==> config.mk <==
export PLATFORM = sky130hd
export DESIGN_NAME = data_gen_sata_flat
export DESIGN_NICKNAME = d
export VERILOG_FILES = /design/src/rtl/sata_test_pkg.sv /design/src/rtl/data_gen_sata_if.sv /design/src/rtl/data_gen_sata.sv /design/src/flat_wrapper.sv
export SDC_FILE = /design/constraint.sdc
export NUM_CORES = 1
export LEC_CHECK = 0
export ABC_AREA = 1
export BUFFER_PORTS_ARGS = -buffer_cell sky130_fd_sc_hd__buf_2
export CELL_PAD_IN_SITES_DETAIL_PLACEMENT = 0
export CELL_PAD_IN_SITES_GLOBAL_PLACEMENT = 1
export CORE_ASPECT_RATIO = 0.6
export CORE_MARGIN = 3
export CORE_UTILIZATION = 42
export DETAILED_ROUTE_END_ITERATION = 8
export PLACE_DENSITY = 0.89
export SETUP_SLACK_MARGIN = 0.1
export SLEW_MARGIN = 20
export SYNTH_ARGS = -nofsm -noshare
export SYNTH_HDL_FRONTEND = slang
export SYNTH_SLANG_ARGS = --single-unit
==> constraint.sdc <==
create_clock -name clk -period 4.6 [get_ports clk]
set_clock_uncertainty 0.1 [all_clocks]
set_input_delay 0.46 -clock clk [delete_from_list [all_inputs] [get_ports clk]]
set_output_delay 0.46 -clock clk [all_outputs]
set_load 0.005 [all_outputs]
==> src/rtl/sata_test_pkg.sv <==
// Shared constants for the SATA test-pattern generator: state encoding,
// pattern/injection step sizes and the values that may not carry an injected step.
package sata_test_pkg;

    localparam logic [1:0] IDLE = 2'd0;
    localparam logic [1:0] RUN  = 2'd1;
    localparam logic [1:0] DONE = 2'd2;

    typedef enum logic [1:0] {
        ST_IDLE = IDLE,
        ST_RUN  = RUN,
        ST_DONE = DONE
    } state_t;

    localparam logic [7:0] PAT_STEP    = 8'h01;
    localparam logic [7:0] INJ_STEP    = 8'h02;
    // The checker treats 0x00 as a wildcard, so a +2 step must never land on or leave from it.
    localparam logic [7:0] INJ_EXCL_LO = 8'h00;
    localparam logic [7:0] INJ_EXCL_HI = 8'hFE;

    function automatic logic [7:0] first_byte(input logic [7:0] seed);
        return (seed == 8'h00) ? 8'h01 : seed;
    endfunction

endpackage

==> src/rtl/data_gen_sata_if.sv <==
// Control, handshake and status bundle between test-control logic and the pattern generator.
interface data_gen_sata_if #(
    parameter int LEN_W = 16
);
    logic             start;
    logic             stop;
    logic [LEN_W-1:0] len;
    logic [7:0]       seed;
    logic             inject_err;
    logic             ack;
    logic [7:0]       data_out;
    logic             valid;
    logic             busy;
    logic             done;
    logic             inj_done;
    logic [LEN_W-1:0] byte_cnt;

    modport master (
        input  start, stop, len, seed, inject_err, ack,
        output data_out, valid, busy, done, inj_done, byte_cnt
    );

    modport slave (
        output start, stop, len, seed, inject_err, ack,
        input  data_out, valid, busy, done, inj_done, byte_cnt
    );
endinterface

==> src/rtl/data_gen_sata.sv <==
// Incrementing-byte burst source with valid/ack handshake, abort and one-shot
// +2 error injection for proving the downstream checker.
module data_gen_sata
    import sata_test_pkg::*;
#(
    parameter int LEN_W = 16
) (
    input  logic                  clk,
    input  logic                  nRST,
    data_gen_sata_if.master       bus
);

    state_t           r_state;
    state_t           w_state_next;
    logic [LEN_W-1:0] r_remaining;
    logic [LEN_W-1:0] r_byte_cnt;
    logic [7:0]       r_data;
    logic             r_inj_pend;
    logic             r_inj_done;

    logic             w_start_ok;
    logic             w_xfer;
    logic             w_inj_use;
    logic [7:0]       w_data_step;

    assign w_start_ok  = (r_state == ST_IDLE) && bus.start && (bus.len != '0);
    assign w_xfer      = (r_state == ST_RUN) && bus.ack;
    assign w_inj_use   = w_xfer && r_inj_pend &&
                         (r_data != INJ_EXCL_LO) && (r_data != INJ_EXCL_HI);
    assign w_data_step = r_data + (w_inj_use ? INJ_STEP : PAT_STEP);

    always_comb begin
        w_state_next = r_state;
        case (r_state)
            ST_IDLE: if (w_start_ok) w_state_next = ST_RUN;
            ST_RUN: begin
                if (bus.stop)
                    w_state_next = ST_IDLE;
                else if (w_xfer && (r_remaining == LEN_W'(1)))
                    w_state_next = ST_DONE;
            end
            ST_DONE: w_state_next = ST_IDLE;
            default: w_state_next = ST_IDLE;
        endcase
    end

    always_ff @(posedge clk or negedge nRST) begin
        if (!nRST) begin
            r_state     <= ST_IDLE;
            r_remaining <= '0;
            r_byte_cnt  <= '0;
            r_data      <= 8'h00;
            r_inj_pend  <= 1'b0;
            r_inj_done  <= 1'b0;
        end else begin
            r_state    <= w_state_next;
            r_inj_done <= w_inj_use;

            if (w_start_ok) begin
                r_remaining <= bus.len;
                r_byte_cnt  <= '0;
                r_data      <= first_byte(bus.seed);
            end else if (w_xfer) begin
                r_remaining <= r_remaining - LEN_W'(1);
                r_byte_cnt  <= r_byte_cnt + LEN_W'(1);
                r_data      <= w_data_step;
            end

            // A new request wins over a same-cycle clear so it is never lost.
            if (bus.inject_err)
                r_inj_pend <= 1'b1;
            else if (((r_state == ST_IDLE) && bus.start) || bus.stop || w_inj_use)
                r_inj_pend <= 1'b0;
        end
    end

    assign bus.data_out = r_data;
    assign bus.valid    = (r_state == ST_RUN);
    assign bus.busy     = (r_state == ST_RUN);
    assign bus.done     = (r_state == ST_DONE);
    assign bus.inj_done = r_inj_done;
    assign bus.byte_cnt = r_byte_cnt;

endmodule

==> src/flat_wrapper.sv <==
// flat-port wrapper written by rule: the top's interface ports become plain ports
module data_gen_sata_flat import sata_test_pkg::*;
#(
    parameter int LEN_W = 16
)
  (clk, nRST, bus_start, bus_stop, bus_len, bus_seed, bus_inject_err, bus_ack, bus_data_out, bus_valid, bus_busy, bus_done, bus_inj_done, bus_byte_cnt);
  data_gen_sata_if #(.LEN_W(LEN_W)) bus_i ();
  input  logic clk;
  input  logic nRST;
  input wire logic [$bits(bus_i.start)-1:0] bus_start;
  input wire logic [$bits(bus_i.stop)-1:0] bus_stop;
  input wire logic [$bits(bus_i.len)-1:0] bus_len;
  input wire logic [$bits(bus_i.seed)-1:0] bus_seed;
  input wire logic [$bits(bus_i.inject_err)-1:0] bus_inject_err;
  input wire logic [$bits(bus_i.ack)-1:0] bus_ack;
  output wire logic [$bits(bus_i.data_out)-1:0] bus_data_out;
  output wire logic [$bits(bus_i.valid)-1:0] bus_valid;
  output wire logic [$bits(bus_i.busy)-1:0] bus_busy;
  output wire logic [$bits(bus_i.done)-1:0] bus_done;
  output wire logic [$bits(bus_i.inj_done)-1:0] bus_inj_done;
  output wire logic [$bits(bus_i.byte_cnt)-1:0] bus_byte_cnt;
  assign bus_i.start = bus_start;
  assign bus_i.stop = bus_stop;
  assign bus_i.len = bus_len;
  assign bus_i.seed = bus_seed;
  assign bus_i.inject_err = bus_inject_err;
  assign bus_i.ack = bus_ack;
  assign bus_data_out = bus_i.data_out;
  assign bus_valid = bus_i.valid;
  assign bus_busy = bus_i.busy;
  assign bus_done = bus_i.done;
  assign bus_inj_done = bus_i.inj_done;
  assign bus_byte_cnt = bus_i.byte_cnt;
  data_gen_sata #(.LEN_W(LEN_W)) u_core (.clk(clk), .nRST(nRST), .bus(bus_i));
endmodule
==> impl_metrics.py <==
metrics = {
    "clocking": {
        "cts_tree": "done",
        "clock_sinks": 44,
        "cts_made_buffers": 5,
        "post_cts_resized": 0,
        "ctsRootBufferMaster": "clkbuf_16",
        "clk_path_buf_depth": 2,
        "post_cts_buffers": 0,
        "postCtsHoldBufs": 0,
        "insertion_delay_ns": 0.29,
        "clkSlewWorstSetupHoldPaths_ns": 0.06,
        "ctsHtreeMaxLevel": 2,
    },
    "die": {
        "core_area_um2": 6763,
        "start_util_pct": 43.85,
        "die_h_um": 71.09,
        "rows": 23,
        "die_area_um2": 8137,
        "io_pins": 58,
        "die_w_um": 114.5,
    },
    "pwr": {
        "ir_worst_vdd_mv": 0.2128,
        "power.density_nw_per_um2": 393.3,
        "p_leak_uw": 0.001723,
    },
    "sta": {
        "period_share_pct": 55.73,
        "fin_tns_setup_ns": 0,
        "rsz0062_at_grt": "no",
        "slew_headroom_pct": 34.83,
        "fin_hold_ws_ns": 0.06757,
        "max_freq_ghz": 0.3901,
        "finalSetupViolCount": 0,
        "tightest_slew_ns": 0.9753,
        "hold_viol": 0,
        "min_period_ns": 2.564,
        "slew_violations": 0,
    },
    "placed_design": {
        "port_buffers": 57,
        "hpwl_um": 5749,
        "place_congestion": 0.9089,
        "placed_area_um2": 3256,
    },
    "drt": {
        "dr.pass1.iters": 4,
        "vias": 2896,
        "drtIter0Drc": 218,
        "detail-route-antenna-nets": 0,
        "routedWlPerCell_um": 13.78,
        "routed_via_density": 5.037,
        "totalWireLength_um": 7924,
        "drc": 0,
    },
    "worst_setup_path": {
        "path_buf_inv": 2,
        "end_kind": "flop",
        "crit_type": "reg2reg",
        "path_depth": 9,
        "r2r_cells": 9,
        "critical_path.slowest_cell": "dfrtp_1",
        "path_max_fanout": 33,
        "worstPathArrival_ns": 2.69,
        "critPathTopFamily": "simple AND/OR/NAND/NOR gates",
        "critPathLaunchType": "flop",
        "crit_chain": "inv_1, nand3_4, nor2_1, nand3_1, ha_1, inv_1, fa_1, or2_2, nand3_1",
        "required_ns": 4.73,
        "slowest_delay_ns": 0.41,
    },
    "global_route": {
        "antenna_found_initial": 0,
        "grt_pass1_wl_um": 13520,
        "first_global_vias": 2728,
        "track_usage_pct": 20.68,
        "gr-total-overflow": 0,
        "grt_max_degree": 45,
    },
    "yosys": {
        "synth_compound_area_share_pct": 4.219,
        "syn-cell-area_um2": 2965,
        "syn_avg_cell_area_um2": 6.801,
        "synth_xor_area_share_pct": 2.068,
        "synth_top_family_by_area": "simple AND/OR/NAND/NOR gates",
        "yosys-mux-area-fraction_pct": 0,
        "synthSimpleGateAreaFrac_pct": 44.35,
        "yosys_warnings": 0,
        "synth_seq_cells": 44,
        "ys_types": 31,
        "yosysSeqAreaShare_pct": 37.13,
        "synthCells": 436,
        "synthAdderAreaFrac_pct": 2.785,
        "syn_nets": 472,
    },
    "layout": {
        "drive_gt1_share_pct": 16.39,
        "antennaDiodeCount": 0,
        "area_growth_pct": 14.81,
        "nets": 523,
        "postLayoutCoreUtil_pct": 50.34,
        "design_area_um2": 3405,
        "fillers": 678,
    },
    "worst_hold_path": {
        "hp-class": "in2async",
    },
    "run_status": {
        "outcome": "complete, no violations",
    },
    "flow_run": {
        "drv_cap": 0,
    },
}
layer usage:
metal | vias up | share of wire [%] | global-route usage (%)
li1 | 1483 | - | -
met1 | 1321 | 53 | 32.26
met2 | 82 | 38 | 28.24
met3 | 10 | 7.6 | 4.872
met4 | 0 | 1.1 | 5.534
met5 | - | 0 | 0
cells in the final DEF, fill, tap and decap left out, types with 8 or more instances in the layout:
master / n
dfrtp_1: 44
nor2_1: 70
nand2_1: 129
nor3_1: 8
buf_2: 56
inv_1: 43
a21oi_1: 8
o21ai_0: 14
nand3_1: 65
power by group:
part           switching [µW]  internal, µW  leakage, µW  total [µW]
sequential                109           462     0.000560         570
combinational             241           155      0.00109         396
clock                     156           217    0.0000712         373
sequential cells by signal, indices dropped and copies added, names as in the netlist:
name	count
u_core.bus.byte_cnt	16
u_core.bus.data_out	8
u_core.bus.inj_done	1
u_core.r_inj_pend	1
u_core.r_remaining	16
u_core.r_state	2
synthesized netlist by cell type:
master	n	area, µm²
nand2_1	129	484.2
nor2_1	70	262.8
nand3_1	65	325.3
dfrtp_1	44	1101
inv_1	43	161.4
o21ai_0	14	70.07
a21oi_1	8	40.04
nor3_1	8	40.04
buf_4	6	45.04
ha_1	5	62.56
nand4_1	5	31.28
xor2_1	5	43.79
buf_6	4	45.04
nand3b_1	4	30.03
or2_2	3	18.77
buf_2	2	10.01
inv_2	2	7.510
nand2_2	2	12.51
nor2_2	2	12.51
nor2_4	2	22.52
o21bai_1	2	15.01
xnor2_1	2	17.52
and3_1	1	6.260
clkbuf_1	1	3.750
clkbuf_4	1	7.510
fa_1	1	20.02
nand3_2	1	10.01
nand3_4	1	17.52
nor3_2	1	10.01
nor3b_2	1	12.51
nor3b_4	1	18.77
stage by stage:
step | std cells | power (µW) | setup WS, ns
2_1_floorplan | 436 | 836.4 | 2.397
3_3_place_gp | 567 | 960.2 | 1.940
3_5_place_dp | 567 | 967.8 | 1.897
4_1_cts | 575 | 1341 | 2.011
5_1_grt | 575 | 1441 | 1.813
6_report | 575 | 1339 | 2.036
worst reg2reg max path: stages (launching register included):
cell and delay, ns:
dfrtp_1 0.41, inv_1 0.12, nand3_4 0.36, nor2_1 0.22, nand3_1 0.20, ha_1 0.25, inv_1 0.07, fa_1 0.39
or2_2 0.30, nand3_1 0.08
cells by family after synthesis:
group / count (synthesis)
xor gates and xnor gates: 7
and+or+nand+nor: 296
adders and majority gates: 6
DFF: 44
buffers and inverters: 59
AOI/OAI and AO/OA: 24
layout make-up:
type | instances | area, µm² | share of cell area (%)
multi-input cells | 333 | 1584 | 46.53
flip-flops and latches | 44 | 1101 | 32.34
repair buffers | 58 | 295.3 | 8.673
inverters | 45 | 168.9 | 4.961
clock buffers | 8 | 146.4 | 4.300
well taps | 87 | 108.9 | 3.197
worst paths after layout:
check,endpoint,slack [ns],start
max in group asynchronous,u_core.bus.byte_cnt[4],3.92,nRST
min in group clk,u_core.r_inj_pend,0.26,bus_inject_err
min,u_core.bus.byte_cnt[15],0.07,nRST
min reg2reg,u_core.r_remaining[1],0.45,u_core.r_remaining[1]
max,u_core.bus.data_out[1],2.04,u_core.r_state[1]
max reg2reg,u_core.bus.data_out[1],2.04,u_core.r_state[1]
Power figures use the tool's default switching activity.
